**src/rtl/gpu_core_pkg.sv**
```systemverilog
// Shared opcode encoding, field positions and multiplier state type for the
// per-pixel GPU core.
package gpu_core_pkg;

  localparam int OPCODE_W = 14;

  localparam int OP_MSB  = 13;
  localparam int OP_LSB  = 10;
  localparam int RS_MSB  = 9;
  localparam int RS_LSB  = 8;
  localparam int IMM_MSB = 7;
  localparam int IMM_LSB = 0;

  localparam logic [3:0] OP_NOP  = 4'd0;
  localparam logic [3:0] OP_LDI  = 4'd1;
  localparam logic [3:0] OP_LDX  = 4'd2;
  localparam logic [3:0] OP_LDY  = 4'd3;
  localparam logic [3:0] OP_ADDI = 4'd4;
  localparam logic [3:0] OP_ADD  = 4'd5;
  localparam logic [3:0] OP_SUB  = 4'd6;
  localparam logic [3:0] OP_AND  = 4'd7;
  localparam logic [3:0] OP_XOR  = 4'd8;
  localparam logic [3:0] OP_SHR  = 4'd9;
  localparam logic [3:0] OP_ST   = 4'd10;
  localparam logic [3:0] OP_LD   = 4'd11;
  localparam logic [3:0] OP_MUL  = 4'd12;
  localparam logic [3:0] OP_CLT  = 4'd13;
  localparam logic [3:0] OP_SADD = 4'd14;

  typedef enum logic {
    MUL_IDLE = 1'b0,
    MUL_RUN  = 1'b1
  } mul_state_t;

endpackage

```
**src/rtl/core_mul.sv**
```systemverilog
// Sequential shift-add multiplier: one partial-product step per cycle,
// WIDTH steps per product, low WIDTH bits of the result only.
module core_mul
  import gpu_core_pkg::*;
#(
  parameter int WIDTH = 8
) (
  input  logic             clk,
  input  logic             rst_n,
  input  logic             start,
  input  logic [WIDTH-1:0] a,
  input  logic [WIDTH-1:0] b,
  output logic             busy,
  output logic             done,
  output logic [WIDTH-1:0] p
);

  localparam int CNT_W = $clog2(WIDTH + 1);

  mul_state_t       state;
  logic [CNT_W-1:0] cnt;
  logic [WIDTH-1:0] mcand;
  logic [WIDTH-1:0] mplier;
  logic [WIDTH-1:0] part;

  always_ff @(posedge clk) begin
    if (!rst_n) begin
      state <= MUL_IDLE;
      cnt   <= '0;
    end else begin
      case (state)
        MUL_IDLE: begin
          if (start) begin
            state <= MUL_RUN;
            cnt   <= CNT_W'(WIDTH);
          end
        end
        MUL_RUN: begin
          cnt <= cnt - CNT_W'(1);
          if (cnt == CNT_W'(1)) state <= MUL_IDLE;
        end
        default: state <= MUL_IDLE;
      endcase
    end
  end

  always_ff @(posedge clk) begin
    if (state == MUL_IDLE && start) begin
      mcand  <= a;
      mplier <= b;
      part   <= '0;
    end else if (state == MUL_RUN) begin
      part   <= p;
      mcand  <= mcand << 1;
      mplier <= mplier >> 1;
    end
  end

  // p is the partial product after the current step, so on the last step it
  // is the finished result and the core can write it back on that same edge.
  assign p    = part + (mplier[0] ? mcand : '0);
  assign busy = (state == MUL_RUN);
  assign done = busy && (cnt == CNT_W'(1));

endmodule

```
**src/rtl/gpu_core_alu.sv**
```systemverilog
// Per-pixel GPU core: opcode decode, small register file, accumulator update
// and the busy handshake around the multi-cycle multiplier.
module gpu_core_alu
  import gpu_core_pkg::*;
#(
  parameter int WIDTH    = 8,
  parameter int NUM_REGS = 4
) (
  input  logic                clk,
  input  logic                rst_n,
  input  logic [OPCODE_W-1:0] opcode,
  input  logic                execute,
  input  logic [WIDTH-1:0]    x,
  input  logic [WIDTH-1:0]    y,
  output logic                busy,
  output logic [WIDTH-1:0]    accu,
  output logic                accu_lsb
);

  logic [3:0]       op;
  logic [1:0]       rs;
  logic [3:0]       shamt;
  logic [WIDTH-1:0] imm;
  logic [WIDTH-1:0] rd_val;
  logic [WIDTH-1:0] accu_nxt;
  logic [WIDTH-1:0] mul_p;
  logic             rs_ok;
  logic             accept;
  logic             mul_done;
  logic [WIDTH-1:0] regs [4];

  function automatic logic [WIDTH-1:0] sat_add(input logic [WIDTH-1:0] a,
                                               input logic [WIDTH-1:0] b);
    logic [WIDTH:0] s;
    s = {1'b0, a} + {1'b0, b};
    return s[WIDTH] ? '1 : s[WIDTH-1:0];
  endfunction

  function automatic logic [WIDTH-1:0] shr_logic(input logic [WIDTH-1:0] a,
                                                 input logic [3:0]       sh);
    return (int'(sh) >= WIDTH) ? '0 : (a >> sh);
  endfunction

  assign op     = opcode[OP_MSB:OP_LSB];
  assign rs     = opcode[RS_MSB:RS_LSB];
  assign shamt  = opcode[IMM_LSB+3:IMM_LSB];
  assign imm    = WIDTH'(opcode[IMM_MSB:IMM_LSB]);
  assign rs_ok  = int'(rs) < NUM_REGS;
  assign rd_val = rs_ok ? regs[rs] : '0;
  assign accept = execute && !busy;

  always_comb begin
    accu_nxt = accu;
    case (op)
      OP_NOP:  accu_nxt = accu;
      OP_LDI:  accu_nxt = imm;
      OP_LDX:  accu_nxt = x;
      OP_LDY:  accu_nxt = y;
      OP_ADDI: accu_nxt = accu + imm;
      OP_ADD:  accu_nxt = accu + rd_val;
      OP_SUB:  accu_nxt = accu - rd_val;
      OP_AND:  accu_nxt = accu & rd_val;
      OP_XOR:  accu_nxt = accu ^ rd_val;
      OP_SHR:  accu_nxt = shr_logic(accu, shamt);
      OP_LD:   accu_nxt = rd_val;
      OP_CLT:  accu_nxt = WIDTH'(accu < rd_val);
      OP_SADD: accu_nxt = sat_add(accu, imm);
      default: accu_nxt = accu;
    endcase
  end

  core_mul #(.WIDTH(WIDTH)) u_mul (
    .clk   (clk),
    .rst_n (rst_n),
    .start (accept && (op == OP_MUL)),
    .a     (accu),
    .b     (rd_val),
    .busy  (busy),
    .done  (mul_done),
    .p     (mul_p)
  );

  // Accept stage: single-cycle results and multiplier writeback share one edge
  always_ff @(posedge clk) begin
    if (!rst_n) begin
      accu <= '0;
      for (int i = 0; i < 4; i++) regs[i] <= '0;
    end else begin
      if (mul_done)    accu <= mul_p;
      else if (accept) accu <= accu_nxt;
      if (accept && op == OP_ST && rs_ok) regs[rs] <= accu;
    end
  end

  assign accu_lsb = accu[0];

endmodule

```
**config.mk**
```make
export PLATFORM = sky130hd
export DESIGN_NAME = gpu_core_alu
export DESIGN_NICKNAME = d
export VERILOG_FILES = /design/src/rtl/gpu_core_pkg.sv /design/src/rtl/core_mul.sv /design/src/rtl/gpu_core_alu.sv
export SDC_FILE = /design/constraint.sdc
export NUM_CORES = 1
export LEC_CHECK = 0
export BUFFER_PORTS_ARGS = -buffer_cell sky130_fd_sc_hd__buf_2
export CORE_UTILIZATION = 61
export DETAILED_ROUTE_END_ITERATION = 12
export HOLD_SLACK_MARGIN = 0.03
export PLACE_DENSITY = 0.82
export SLEW_MARGIN = 25
export SYNTH_ARGS = -nofsm -noshare
export SYNTH_HDL_FRONTEND = slang
export SYNTH_SLANG_ARGS = --single-unit
```
**constraint.sdc**
```tcl
create_clock -name clk -period 3.6 [get_ports clk]
set_input_delay 0.18 -clock clk [delete_from_list [all_inputs] [get_ports clk]]
set_output_delay 0.18 -clock clk [all_outputs]
set_load 0.02 [all_outputs]
```
Yosys cells after proc, flatten, opt, wreduce, memory -nomap -nowiden
Memory sizes are Yosys's and may differ from the RTL's.
Cells that the tools add are included.
{"block": "totals", "reg_bits": 37, "ram_bits": 32, "output_inout_bits": 10, "elab_cells": 68, "n_memories": 1}
{"memory": "regs", "words": 4, "word_bits": 8, "rd": 1, "rd_clocked_by_memory_dff": 0, "write_ports": 4, "line_no": "gpu_core_alu.sv:30", "text": "logic [WIDTH-1:0] regs [4];"}
{"block": "classes", "addsub": 6, "magnitude_cmp": 2, "eq_ne": 16, "n_shift": 1, "muxes": 22, "bitwise": 3, "n_reduce_logical": 11}
{"operator": "8-bit one-hot mux with 12 select lines", "count": 1}
{"operator": "8-bit 2-to-1 mux", "count": 10}
{"operator": "4-bit == test, second input constant", "count": 7}
{"operator": "8-bit adder", "count": 3}
{"operator": "4-bit by 3-bit == test with 1-bit output, second input constant", "count": 4}
{"operator": "13-bit nonzero test", "count": 1}
{"operator": "8-bit by 8-bit adder with 9-bit output", "count": 1}
{"operator": "8-bit bitwise AND", "count": 1}
{"operator": "4-bit by 1-bit == test with 1-bit output, second input constant", "count": 2}
{"operator": "4-bit by 2-bit == test with 1-bit output, second input constant", "count": 2}
{"operator": "8-bit < comparator", "count": 1}
{"operator": "4-bit one-hot mux with 2 select lines", "count": 1}
{"operator": "8-bit OR reduction", "count": 1}
{"operator": "8-bit by 4-bit >> shifter with 8-bit output", "count": 1}
{"operator": "8-bit subtractor", "count": 1}
{"operator": "8-bit bitwise XOR", "count": 1}
{"operator": "1-bit 2-to-1 mux", "count": 7}
{"operator": "1-bit logical AND", "count": 5}
{"operator": "4-bit greater-or-equal comparator, second input constant", "count": 1}
{"operator": "4-bit 2-to-1 mux", "count": 1}
{"operator": "2-bit nonzero test", "count": 2}
{"operator": "4-bit by 1-bit subtractor with 4-bit output, second input constant", "count": 1}
{"operator": "2-bit 2-to-1 mux", "count": 1}
{"operator": "2-bit by 1-bit != test with 1-bit output, second input constant", "count": 1}
{"operator": "other kinds (4)", "count": 4}

Logic depth before layout (Yosys ltp)
Gate-level depths: netlist (run 1).
{"block": "logic_depth", "depth_word": 8, "mapped_depth": 13, "ltp_nobuf": 11}

By module
Synthesis (run 1) repeated with hierarchy kept, for this count alone.
{"block": "unflattened", "cells_unflattened": 576, "area_unflattened_um2": 5540.3}
{"mod": "gpu_core_alu", "n_inst": 1, "cells_per_inst": 437, "area_per_inst_um2": 3970.1, "seq_area_each_um2": 1121.1}
{"mod": "core_mul", "n_inst": 1, "cells_per_inst": 139, "area_per_inst_um2": 1570.3, "seq_area_each_um2": 740.7}

Worst setup path before layout (run 1)
OpenSTA, ideal clock, no wires.
{"block": "synth_timing", "path_type": "input to register", "from": "in opcode[10]", "to": "reg accu[6]", "t_arrival_ns": 3.024, "t_required_ns": 3.483, "setup_slack_ns": 0.458, "cell_stages": 13, "n_path_buf": 3, "cell_sequence": "buf_2 buf_1 and3_1 clkbuf_1 mux2_2 ha_1 fa_1 a211oi_1 o21ai_0 a21oi_1 nand3b_1 nand4_1 a32o_1"}
{"block": "synth_between", "elab_chain_len": 4, "elab_cells_between_ends": 17, "cone_classes": "eq/ne: 12; mux: 3; reduce/logical: 2"}
{"item": "start, declared", "line_no": "gpu_core_alu.sv:11", "text": "input logic [OPCODE_W-1:0] opcode,"}
{"item": "4-bit == test, or another cell as far along", "line_no": "gpu_core_alu.sv:54", "text": "case (op)"}
{"item": "8-bit one-hot mux with 12 select lines", "line_no": "gpu_core_alu.sv:54"}
{"item": "8-bit 2-to-1 mux", "line_no": "gpu_core_alu.sv:90", "text": "else if (accept) accu <= accu_nxt;"}
{"item": "8-bit 2-to-1 mux", "line_no": "gpu_core_alu.sv:89", "text": "if (mul_done) accu <= mul_p;"}
{"item": "end signal, assigned", "line_no": "gpu_core_alu.sv:89"}
{"item": "end signal, assigned", "line_no": "gpu_core_alu.sv:90"}
{"item": "end, declared", "line_no": "gpu_core_alu.sv:16", "text": "output logic [WIDTH-1:0] accu,"}
Parallel ways exist; a longest one is shown, timed or not. The select of a mux whose other input is x is not followed.
A chain may end at the register's enable or synchronous reset.

Worst setup path after layout (run 1)
{"block": "layout_timing", "from": "mem regs[0][1]", "to": "reg accu[7]"}
{"block": "layout_between", "elab_chain_len": 5, "elab_cells_between_ends": 6, "cone_classes": "add/sub: 2; mux: 3; memory: 1"}
{"item": "start, declared", "line_no": "gpu_core_alu.sv:30"}
{"item": "memory read 4 x 8 bit (*)"}
{"item": "8-bit subtractor or 8-bit adder (tied branches)", "line_no": "gpu_core_alu.sv:61, gpu_core_alu.sv:60"}
{"item": "8-bit one-hot mux with 12 select lines (*)", "line_no": "gpu_core_alu.sv:54"}
{"item": "8-bit 2-to-1 mux (*)", "line_no": "gpu_core_alu.sv:90"}
{"item": "8-bit 2-to-1 mux (*)", "line_no": "gpu_core_alu.sv:89"}
Mark *: on every way between the ends. The rest lies on a longest branch, timed or not. The select of a mux whose other input is x is not followed.

==> metrics.md, run 1 <==
| Metric | Value |
|---|---|
| Outcome | finished clean |
| Dominant synthesized flop cell | edfxtp_1 |
| Synth Cell Area | 5590 µm² |
| Critical path class | flop to flop |
| First-pass GRT wire length | 27600 µm |
| Die area | 9550 µm² |
| DRT Wirelength | 17700 µm |
| Total gr overflow | 0 |
| Reg2reg path depth | 9 |
| Port Buffers | 42 |
| Initial core utilization | 0.635 |
| Worst clock skew | 0.00348 ns |
| Post-synth EDFFs | 48 |
| CTS tree | built |
| Yosys warnings | 0 |
| FMAX | 326 MHz |
| Final GP Congestion | 1.01 |
| Area growth from synthesis to layout | 10.9% |
| Mux cell area share after synthesis | 0.106 |
| Via total after detailed routing | 5236 |
| Top cells by area, synth | edfxtp_1, ha_1, dfxtp_1, and2_1, mux4_2 |
| Post-synthesis xor/xnor area fraction | 0.0219 |
| Post-Synthesis Cells | 591 |
| Slew Limit Headroom | 0.446 |
| Routed WL per cell | 23.6 µm |
| IO Pins | 43 |
| Sequential share of the synthesized area | 0.333 |
| Post-synthesis compound-gate area fraction | 0.203 |
| N_diodes | 0 |
| Post-route setup TNS | 0 ns |
| Clock Tree Buf Depth | 2 |
| Final Max Slew Viols | 0 |
| Max cap viols | 0 |
| FF-to-FF End | accu[7] |
| Leakage | 2.59 nW |
| Residual DRC count | 0 |
| Initial antenna violation count | 0 |
| Vias in the first global route | 5003 |
| Hold_buf cts | 0 |
| Root buf cell | clkbuf_8 |
| Data required, critical path | 3.83 ns |
| Leading cell types by count after synthesis | edfxtp_1, nand2_1, ha_1, nor2_1, and2_1 |
| Total track usage | 0.384 |
| Layout Utilization | 0.704 |
| Clock Latency Late Sink | 0.34 ns |
| Final period util | 0.851 |
| CP arrival | 3.30 ns |
| Mapped Avg Cell Area | 9.46 µm² |
| Hold path depth | 2 |
| Hold Crit Endpoint | accu[2] |
| HP Class | input port to flop |
| Crit path max fanout | 4 |
| Min cycle time layout | 3.06 ns |
| Setup bufs post-CTS | 0 |
| Antenna-violating nets left | 0 |
| Crit. End Element | flop |
| DR iter-0 viols | 505 |
| CTS clk-pin slew, worst paths | 0.07 ns |
| Row count | 34 |
| H-Tree Depth | 3 |
| Asr flop ratio synth | 0 |
| Hold Startpoint | rst_n |
| Final hold vios | 0 |
| Syn Nets | 669 |
| Num Clock Sinks | 69 |
| Synth Area in Adders | 0.106 |
| R2R Path Start | regs[0][1] |
| Most common cell in the netlist | edfxtp_1 |
| Startpoint Class | flop |
| CORE AREA | 8810 µm² |
| CTS resizes | 0 |
| Final setup viols | 0 |
| P per Cell Area | 393 nW/µm² |
| Cell count after placement | 736 |
| Worst Tran Pin Value | 0.830 ns |
| Die height | 97.7 µm |
| Largest family of logic cells by synthesized area | compound AO/OA/AOI/OAI gates |
| #FFs+latches synth | 69 |
| RSZ-0062 raised after global routing | no |
| Largest net degree at the start of global routing | 34 |
| Number of CTS-inserted buffers | 9 |
| DIE WIDTH | 97.7 µm |
| Nets | 717 |
| Worst vdd ir | 0.000278 V |
| Share of the synthesized area in the top cell type | 0.258 |
| Proportion of layout cells with a drive suffix above 1 | 0.176 |
| 1st-pass router iterations | 6 |
| Worst reg-to-reg setup slack | 0.54 ns |
| Post-Synth Simple-Gate Area | 0.194 |
| Synth cell types | 68 |
| DP Wirelength | 13000 µm |
| Post-synth top area cell | edfxtp_1 |
| Vias per std cell | 6.97 |
| Finished Layout Cells | 751 |
placed cells by master (no fill, tap or decap), types with 17 or more instances in the layout:
cell type / n
mux2_2: 17
edfxtp_1: 48
buf_2: 42
nor2_1: 39
a21oi_1: 23
and2_1: 38
dfxtp_1: 21
nand2_1: 46
ha_1: 41
o21ai_0: 33
inv_1: 23
buf_4: 21
critical path, cell delays in order (launching register included):
cell	delay, ns
edfxtp_1	0.41
mux4_2	0.55
inv_1	0.15
ha_1	0.27
nor2b_1	0.16
o31a_1	0.32
o32ai_1	0.34
mux2i_1	0.26
o221ai_1	0.16
a221o_1	0.33
stage by stage:
stage	area, µm²	setup WS [ns]	total power [mW]	hold slack [ns]
final	6200	0.537	2.43	0.242
after global routing	6200	0.331	2.54	0.237
after CTS	6200	0.565	2.42	0.218
after detailed placement	5980	0.340	1.74	0.453
after global placement	5980	0.393	1.71	0.449
after floorplan	5590	0.458	1.49	0.393
worst max-delay path by stage:
stage / to / startpoint / slack (ns)
6_report: accu[7] / regs[0][1] / 0.54
5_1_grt: accu[6] / regs[1][0] / 0.33
4_1_cts: accu[6] / regs[1][0] / 0.56
3_5_place_dp: accu[6] / opcode[8] / 0.34
3_3_place_gp: accu[6] / opcode[8] / 0.39
2_1_floorplan: accu[6] / opcode[10] / 0.46
sequential cells by signal, indices dropped and copies added, names as in the netlist:
name and cells:
regs 32, u_mul.busy 1, u_mul.part 8, u_mul.cnt 4, u_mul.mplier 8, u_mul.mcand 8, accu 8
power by group:
part / switching, mW / total (mW) / internal (mW)
registers: 0.0530 / 0.960 / 0.907
logic: 0.476 / 0.795 / 0.319
clock network: 0.293 / 0.678 / 0.386
total: 0.822 / 2.43 / 1.61
cells by family after synthesis:
logic type / after synthesis
and+or+nand+nor: 208
xor gates and xnor gates: 14
DFF: 69
buffers and inverters: 51
adders and majority gates: 45
AOI/OAI and AO/OA: 161
muxes: 43
metal layers:
layer  vias up  global-route usage  wire, µm
li1       2339                   -         -
met1      2472               0.508      6990
met2       356               0.615      8140
met3        69              0.0580      1700
met4         0               0.199       864
met5         -                   0         0
layout make-up:
| type | instances | area [µm²] |
|---|---|---|
| inverters | 25 | 93.8 |
| repair buffers | 63 | 368 |
| multi-input cells | 471 | 3530 |
| clock buffers | 9 | 124 |
| fillers | 693 | 2610 |
| clock inverters | 6 | 88.8 |
| well taps | 108 | 135 |
| flip-flops and latches | 69 | 1860 |
Note: power is estimated with default switching activity, not from simulation.
==> inputs of run 2 (changes only) <==
--- a/config.mk
+++ b/config.mk
@@ -5,6 +5,7 @@
 export SDC_FILE = /design/constraint.sdc
 export NUM_CORES = 1
 export LEC_CHECK = 0
+export ABC_AREA = 1
 export BUFFER_PORTS_ARGS = -buffer_cell sky130_fd_sc_hd__buf_2
 export CORE_UTILIZATION = 61
 export DETAILED_ROUTE_END_ITERATION = 12
==> metrics.md, run 2 <==
| Metric | Value |
|---|---|
| Internal power | 1.44 mW (-11%) |
| Row count | 34 (unchanged) |
| CTS tree | built |
| Critical path class | flop to flop |
| Synth Cell Area | 5450 µm² (-2.6%) |
| Logic pwr share | 0.285 (-0.042) |
| Sequential share of the synthesized area | 0.342 (+0.00888) |
| Dominant synthesized flop cell | edfxtp_1 |
| Synth cell types | 46 (-32%) |
| Vias in the first global route | 4934 (-1.4%) |
| Slew Limit Headroom | 0.583 (+0.137) |
| DIE WIDTH | 96.5 µm (-1.3%) |
| HP Class | input port to flop |
| Post-synth top area cell | edfxtp_1 |
| Post-route setup TNS | 0 ns (unchanged) |
| Crit path max fanout | 7 (+3) |
| Most common cell in the netlist | nand2_1 |
| Crit. End Element | flop |
| Max cap viols | 0 (unchanged) |
| Total track usage | 0.373 (-0.0113) |
| Root buf cell | clkbuf_8 |
| Cell count along the critical path | 10 (+1) |
| Leading cell types by count after synthesis | nand2_1, inv_1, nor2_1, nand3_1, o21ai_0 |
| Via total after detailed routing | 5581 (+6.6%) |
| Area growth from synthesis to layout | 9.54% |
| Switching power of the nets | 0.797 mW (-3.1%) |
| Highest-count cells in the layout ignoring fill and taps | nand2_1, inv_1, nor2_1 |
| CORE AREA | 8680 µm² (-1.4%) |
| Fin Hold WS | 0.144 ns (-0.0980 ns) |
| Antenna-violating nets left | 0 (unchanged) |
| Min cycle time layout | 2.67 ns (-0.391 ns) |
| Final setup viols | 0 (unchanged) |
| Sw Ratio | 0.357 (+0.0191) |
| P per Cell Area | 374 nW/µm² (-4.7%) |
| CP max stage delay | 0.44 ns (-0.11 ns) |
| Reg2reg path depth | 10 (+1) |
| Outcome | finished clean |
| Proportion of layout cells with a drive suffix above 1 | 0.0995 (-0.0762) |
| WP buf/inv | 1 (unchanged) |
| Worst vdd ir | 0.000411 V (+48%) |
| Number of CTS-inserted buffers | 9 (unchanged) |
| CTS resizes | 0 (unchanged) |
| Total gr overflow | 0 (unchanged) |
| Largest net degree at the start of global routing | 20 (-41%) |
| Commonest non-fill, non-tap cell in the layout | nand2_1 |
| Port Buffers | 42 (unchanged) |
| Nets | 897 (+25%) |
| Leakage | 2.94 nW (+14%) |
| Vias per std cell | 5.99 (-14%) |
| Num Clock Sinks | 69 (unchanged) |
| Clock Latency Late Sink | 0.36 ns (+0.02 ns) |
| CP arrival | 2.91 ns (-0.39 ns) |
| Syn Nets | 853 (+28%) |
| Setup bufs post-CTS | 0 (unchanged) |
| CP max-delay cell | dfxtp_1 |
| Hold_buf cts | 0 (unchanged) |
| Asr flop ratio synth | 0 (unchanged) |
| RSZ-0062 raised after global routing | no |
| Post-synth EDFFs | 48 (unchanged) |
| DR iter-0 viols | 673 (+33%) |
| CTS clk-pin slew, worst paths | 0.08 ns (about the same) |
| Max reg flops | 32 (unchanged) |
| Hold path depth | 3 (+1) |
| Routed WL per cell | 18.1 µm (-23%) |
| DRT Wirelength | 16900 µm (-4.5%) |
| Post-Synthesis Cells | 775 (+31%) |
| Clock Power Share | 0.292 (+0.013) |
| Startpoint Class | flop |
| FMAX | 374 MHz (+15%) |
| Top cells by area, synth | edfxtp_1, nand2_1, ha_1, dfxtp_1, inv_1 |
| Seq pwr share | 0.423 (+0.029) |
| H-Tree Depth | 3 (unchanged) |
| Crit path cell chain | ha_1, fa_1, nand3_1, nand2_1, a21oi_1, inv_1, o21ai_0, nand3_1, a21oi_1, nor2_1 |
| Most flops, register | regs |
| Clock Tree Buf Depth | 2 (unchanged) |
| Worst Tran Pin Value | 0.623 ns (-0.207 ns) |
| Worst clock skew | 0.00813 ns (+0.00465 ns) |
| #FFs+latches synth | 69 (unchanged) |
| Final GP Congestion | 0.960 (-5.1%) |
| Initial core utilization | 0.627 (-0.00739) |
| Data required, critical path | 3.83 ns (about the same) |
| Share of the synthesized area in the top cell type | 0.265 (+0.00687) |
| Final hold vios | 0 (unchanged) |
| 1st-pass router iterations | 10 (+4) |
| Die area | 9310 µm² (-2.5%) |
| Final Max Slew Viols | 0 (unchanged) |
| Die height | 96.5 µm (-1.3%) |
| DP Wirelength | 12800 µm (-1.8%) |
| Final period util | 0.742 (-0.109) |
| N_diodes | 0 (unchanged) |
| IO Pins | 43 (unchanged) |
| Mapped Avg Cell Area | 7.03 µm² (-26%) |
| Yosys warnings | 0 (unchanged) |
| Residual DRC count | 0 (unchanged) |
| First-pass GRT wire length | 24900 µm (-9.7%) |
| Worst path top cell family by delay | compound AO/OA/AOI/OAI gates |
| Initial antenna violation count | 0 (unchanged) |
[run 2: cell type report]
class | instances | area (µm²)
clock buffers | 9 | 124
flip-flops and latches | 69 | 1860
clock inverters | 7 | 73.8
repair buffers | 49 | 263
inverters | 102 | 383
fillers | 760 | 2710
multi-input cells | 588 | 3120
well taps | 108 | 135
[run 2: per-stage QoR]
step	power, mW	instances	instance area [µm²]	setup WS (ns)	util
finish	2.23	932	5960	0.928	0.687
global route	2.34	932	5960	0.687	0.687
CTS	2.22	932	5960	0.986	0.687
detailed placement	1.58	916	5770	0.716	0.665
global placement	1.56	916	5770	0.844	0.665
floorplan	1.38	775	5450	1.13	-
[run 2: logic make-up after synthesis]
family                   synth area share
multiplexers                      0.00207
flip-flops                          0.342
XOR/XNOR                           0.0113
AO/OA/AOI/OAI                       0.137
AND/OR/NAND/NOR                     0.314
adder cells (fa/ha/maj)             0.109
buffers and inverters              0.0843
[run 2: path summary, 6_finish.rpt]
kind	from	to	slack, ns
min reg2reg	u_mul.part[2]	u_mul.part[2]	0.47
max reg2reg	accu[0]	accu[0]	0.93
max	accu[0]	accu[0]	0.93
min	rst_n	accu[7]	0.14
[run 2: routing by layer]
layer  wire length, µm  vias up  track usage  share of wire
met3              1900       50       0.0947           0.11
met1              6930     2546        0.495           0.41
met2              7570      322        0.594           0.45
li1                  -     2663            -              -
met5                 0        -            0              0
met4               494        0        0.121          0.029
[run 2: worst reg2reg max path: stages, from the launching register on]
cell	delay [ns]
dfxtp_1	0.44
ha_1	0.29
fa_1	0.41
nand3_1	0.10
nand2_1	0.10
a21oi_1	0.34
inv_1	0.13
o21ai_0	0.42
nand3_1	0.13
a21oi_1	0.14
nor2_1	0.05
[run 2: power by group through the flow]
stage	clock, mW	combinational (mW)	sequential [mW]
CTS	0.652	0.622	0.943
global placement	0	0.598	0.958
global route	0.688	0.706	0.950
detailed placement	0	0.616	0.961
floorplan	0	0.428	0.955
finish	0.651	0.636	0.945
==> inputs of run 3 (changes only) <==
--- a/config.mk
+++ b/config.mk
@@ -5,12 +5,12 @@
 export SDC_FILE = /design/constraint.sdc
 export NUM_CORES = 1
 export LEC_CHECK = 0
-export ABC_AREA = 1
+export ABC_AREA = 0
 export BUFFER_PORTS_ARGS = -buffer_cell sky130_fd_sc_hd__buf_2
-export CORE_UTILIZATION = 61
+export CORE_UTILIZATION = 56
 export DETAILED_ROUTE_END_ITERATION = 12
 export HOLD_SLACK_MARGIN = 0.03
-export PLACE_DENSITY = 0.82
+export PLACE_DENSITY = 0.79
 export SLEW_MARGIN = 25
 export SYNTH_ARGS = -nofsm -noshare
 export SYNTH_HDL_FRONTEND = slang
==> constraint.sdc (replaced) <==
create_clock -name clk -period 2.2 [get_ports clk]
set_input_delay 0.11 -clock clk [delete_from_list [all_inputs] [get_ports clk]]
set_output_delay 0.11 -clock clk [all_outputs]
set_load 0.02 [all_outputs]
==> metrics.md, run 3 (same netlist as run 1, synthesis figures left out) <==
| Metric | Value |
|---|---|
| Die height | 102 µm (+5.6%) |
| Max reg flops | 32 (unchanged) |
| Clock Latency Late Sink | 0.36 ns (about the same) |
| Nets | 824 (-8.1%) |
| Port Buffers | 42 (unchanged) |
| Final GP Congestion | 1.06 (+11%) |
| Row count | 36 (+5.9%) |
| Final setup margin | -0.664 ns (-1.59 ns) |
| Final Max Slew Viols | 0 (unchanged) |
| First-pass GRT wire length | 28700 µm (+15%) |
| Worst clock skew | 0.0156 ns (+0.00747 ns) |
| Critical path class | flop to flop |
| R2R Path Start | regs[2][0] |
| Antenna-violating nets left | 0 (unchanged) |
| DP Wirelength | 14700 µm (+15%) |
| Pre-CTS setup slack | -0.565 ns (-1.28 ns) |
| Final period util | 1.30 (+0.560) |
| Clock Tree Buf Depth | 2 (unchanged) |
| FF-to-FF End | accu[6] |
| Num Clock Sinks | 69 (unchanged) |
| RSZ-0062 raised after global routing | yes |
| Reg2reg path depth | 10 (unchanged) |
| Max cap viols | 0 (unchanged) |
| Fin Hold WS | 0.175 ns (+0.0310 ns) |
| Routed WL per cell | 21.8 µm (+20%) |
| Die area | 10400 µm² (+12%) |
| Residual DRC count | 0 (unchanged) |
| Via total after detailed routing | 5566 (-0.27%) |
| Total track usage | 0.378 (+0.00556) |
| Root buf cell | clkbuf_8 |
| Commonest non-fill, non-tap cell in the layout | buf_4 |
| Hold path depth | 2 (-1) |
| Filler cells | 737 (-3.0%) |
| Initial core utilization | 0.575 (-0.0529) |
| H-Tree Depth | 3 (unchanged) |
| Worst Tran Pin Value | 0.599 ns (-0.0244 ns) |
| Final setup viols | 9 (+9) |
| 1st-pass router iterations | 5 (-5) |
| HP Class | input port to flop |
| IO Pins | 43 (unchanged) |
| CTS tree | built |
| Largest net degree at the start of global routing | 34 (+70%) |
| CORE AREA | 9730 µm² (+12%) |
| Outcome | finished, violations left |
| P per Cell Area | 606 nW/µm² (+62%) |
| Startpoint Class | flop |
| Proportion of layout cells with a drive suffix above 1 | 0.338 (+0.239) |
| CP arrival | 3.11 ns (+0.20 ns) |
| Hold Crit Endpoint | accu[5] |
| Crit path max fanout | 4 (-3) |
| Data required, critical path | 2.45 ns (-1.38 ns) |
| Most flops, register | regs |
| Vias per std cell | 6.30 (+5.1%) |
| Slew Limit Headroom | 0.599 (+0.0163) |
| Number of CTS-inserted buffers | 9 (unchanged) |
| Initial antenna violation count | 0 (unchanged) |
| Area growth from synthesis to layout | 30.0% |
| Leakage | 3.13 nW (+6.5%) |
| Worst reg-to-reg setup slack | -0.66 ns (-1.59 ns) |
| DRT Wirelength | 19200 µm (+14%) |
| Min cycle time layout | 2.86 ns (+0.193 ns) |
| Layout Utilization | 0.747 (+0.0596) |
| CTS clk-pin slew, worst paths | 0.08 ns (about the same) |
| Highest-count cells in the layout ignoring fill and taps | buf_4, edfxtp_1, nand2_1 |
| FMAX | 349 MHz (-6.7%) |
| N_diodes | 0 (unchanged) |
| Failing checks | setup timing |
| Vias in the first global route | 5224 (+5.9%) |
| Final cell area excluding filler cells | 7270 µm² (+22%) |
| Area of placed instances | 6880 µm² (+19%) |
| Post-route setup TNS | -4.73 ns (-4.73 ns) |
| DIE WIDTH | 102 µm (+5.6%) |
| Worst vdd ir | 0.000493 V (+20%) |
| Total gr overflow | 0 (unchanged) |
| Hold_buf cts | 0 (unchanged) |
| Final hold vios | 0 (unchanged) |
| Hold Startpoint | rst_n |
| Crit. End Element | flop |
| DR iter-0 viols | 504 (-25%) |
run 3: cell types whose count changed in the layout (fill, tap and decap cells not counted), moves of 12 or more:
cell      change
nand2_1     -170
buf_4       +118
inv_1        -76
nand3_1      -59
nor2_1       -41
and2_1       +35
o21ai_0      -29
a21oi_1      -24
mux2_2       +15
mux2i_1      +15
nand2b_1     +12
run 3: worst max-delay path by stage:
stage | start | end | slack (ns) | depth (start not counted)
finish | regs[2][0] | accu[6] | -0.66 | 10
global route | regs[2][0] | accu[6] | -0.80 | 10
CTS | regs[2][0] | accu[6] | -0.56 | 10
detailed placement | regs[2][0] | accu[6] | -0.57 | 10
global placement | regs[3][0] | accu[1] | -0.54 | 9
floorplan | regs[3][0] | accu[6] | -0.43 | 10
run 3: metrics by stage:
stage / std cells / power, mW
2_1_floorplan: 591 / 2.47
3_3_place_gp: 864 / 3.09
3_5_place_dp: 864 / 3.13
4_1_cts: 880 / 4.27
5_1_grt: 884 / 4.58
6_report: 884 / 4.40
run 3: layout make-up:
| class | count | area [µm²] | share of cell area |
|---|---|---|---|
| Clock buffer | 9 | 124 | 0.0170 |
| Clock inverter | 7 | 80.1 | 0.0110 |
| Inverter | 25 | 93.8 | 0.0129 |
| Multi-Input combinational cell | 471 | 3740 | 0.515 |
| Sequential cell | 69 | 1860 | 0.256 |
| Tap cell | 133 | 166 | 0.0229 |
| Timing Repair Buffer | 170 | 1200 | 0.165 |
run 3: critical path, cell delays in order (launching register included):
cell,delay (ns)
edfxtp_1,0.37
mux4_2,0.53
mux2_4,0.30
ha_4,0.17
fa_2,0.41
a211oi_2,0.30
o21ai_2,0.09
a21oi_1,0.12
nand3b_1,0.11
nand4_1,0.10
a32o_1,0.27
run 3: what timing repair did:
item,in CTS,in global routing
gates cloned,0,0
gates resized for setup,16,19
pin swaps,10,15
buffers inserted,1,5
setup endpoints to repair,10,10
run 3: routing by layer:
layer,global-route usage,up-vias,wire length (µm),part of all wire
li1,-,2558,-,-
met1,0.495,2657,7770,0.40
met2,0.588,295,8840,0.46
met3,0.118,56,2010,0.10
met4,0.143,0,632,0.033
met5,0,-,0,0
run 3: power breakdown:
group	switching (mW)	internal, mW	total (mW)	leakage (nW)
registers	0.0798	1.48	1.56	0.648
clock network	0.562	0.537	1.10	0.0968
logic	0.920	0.819	1.74	2.39
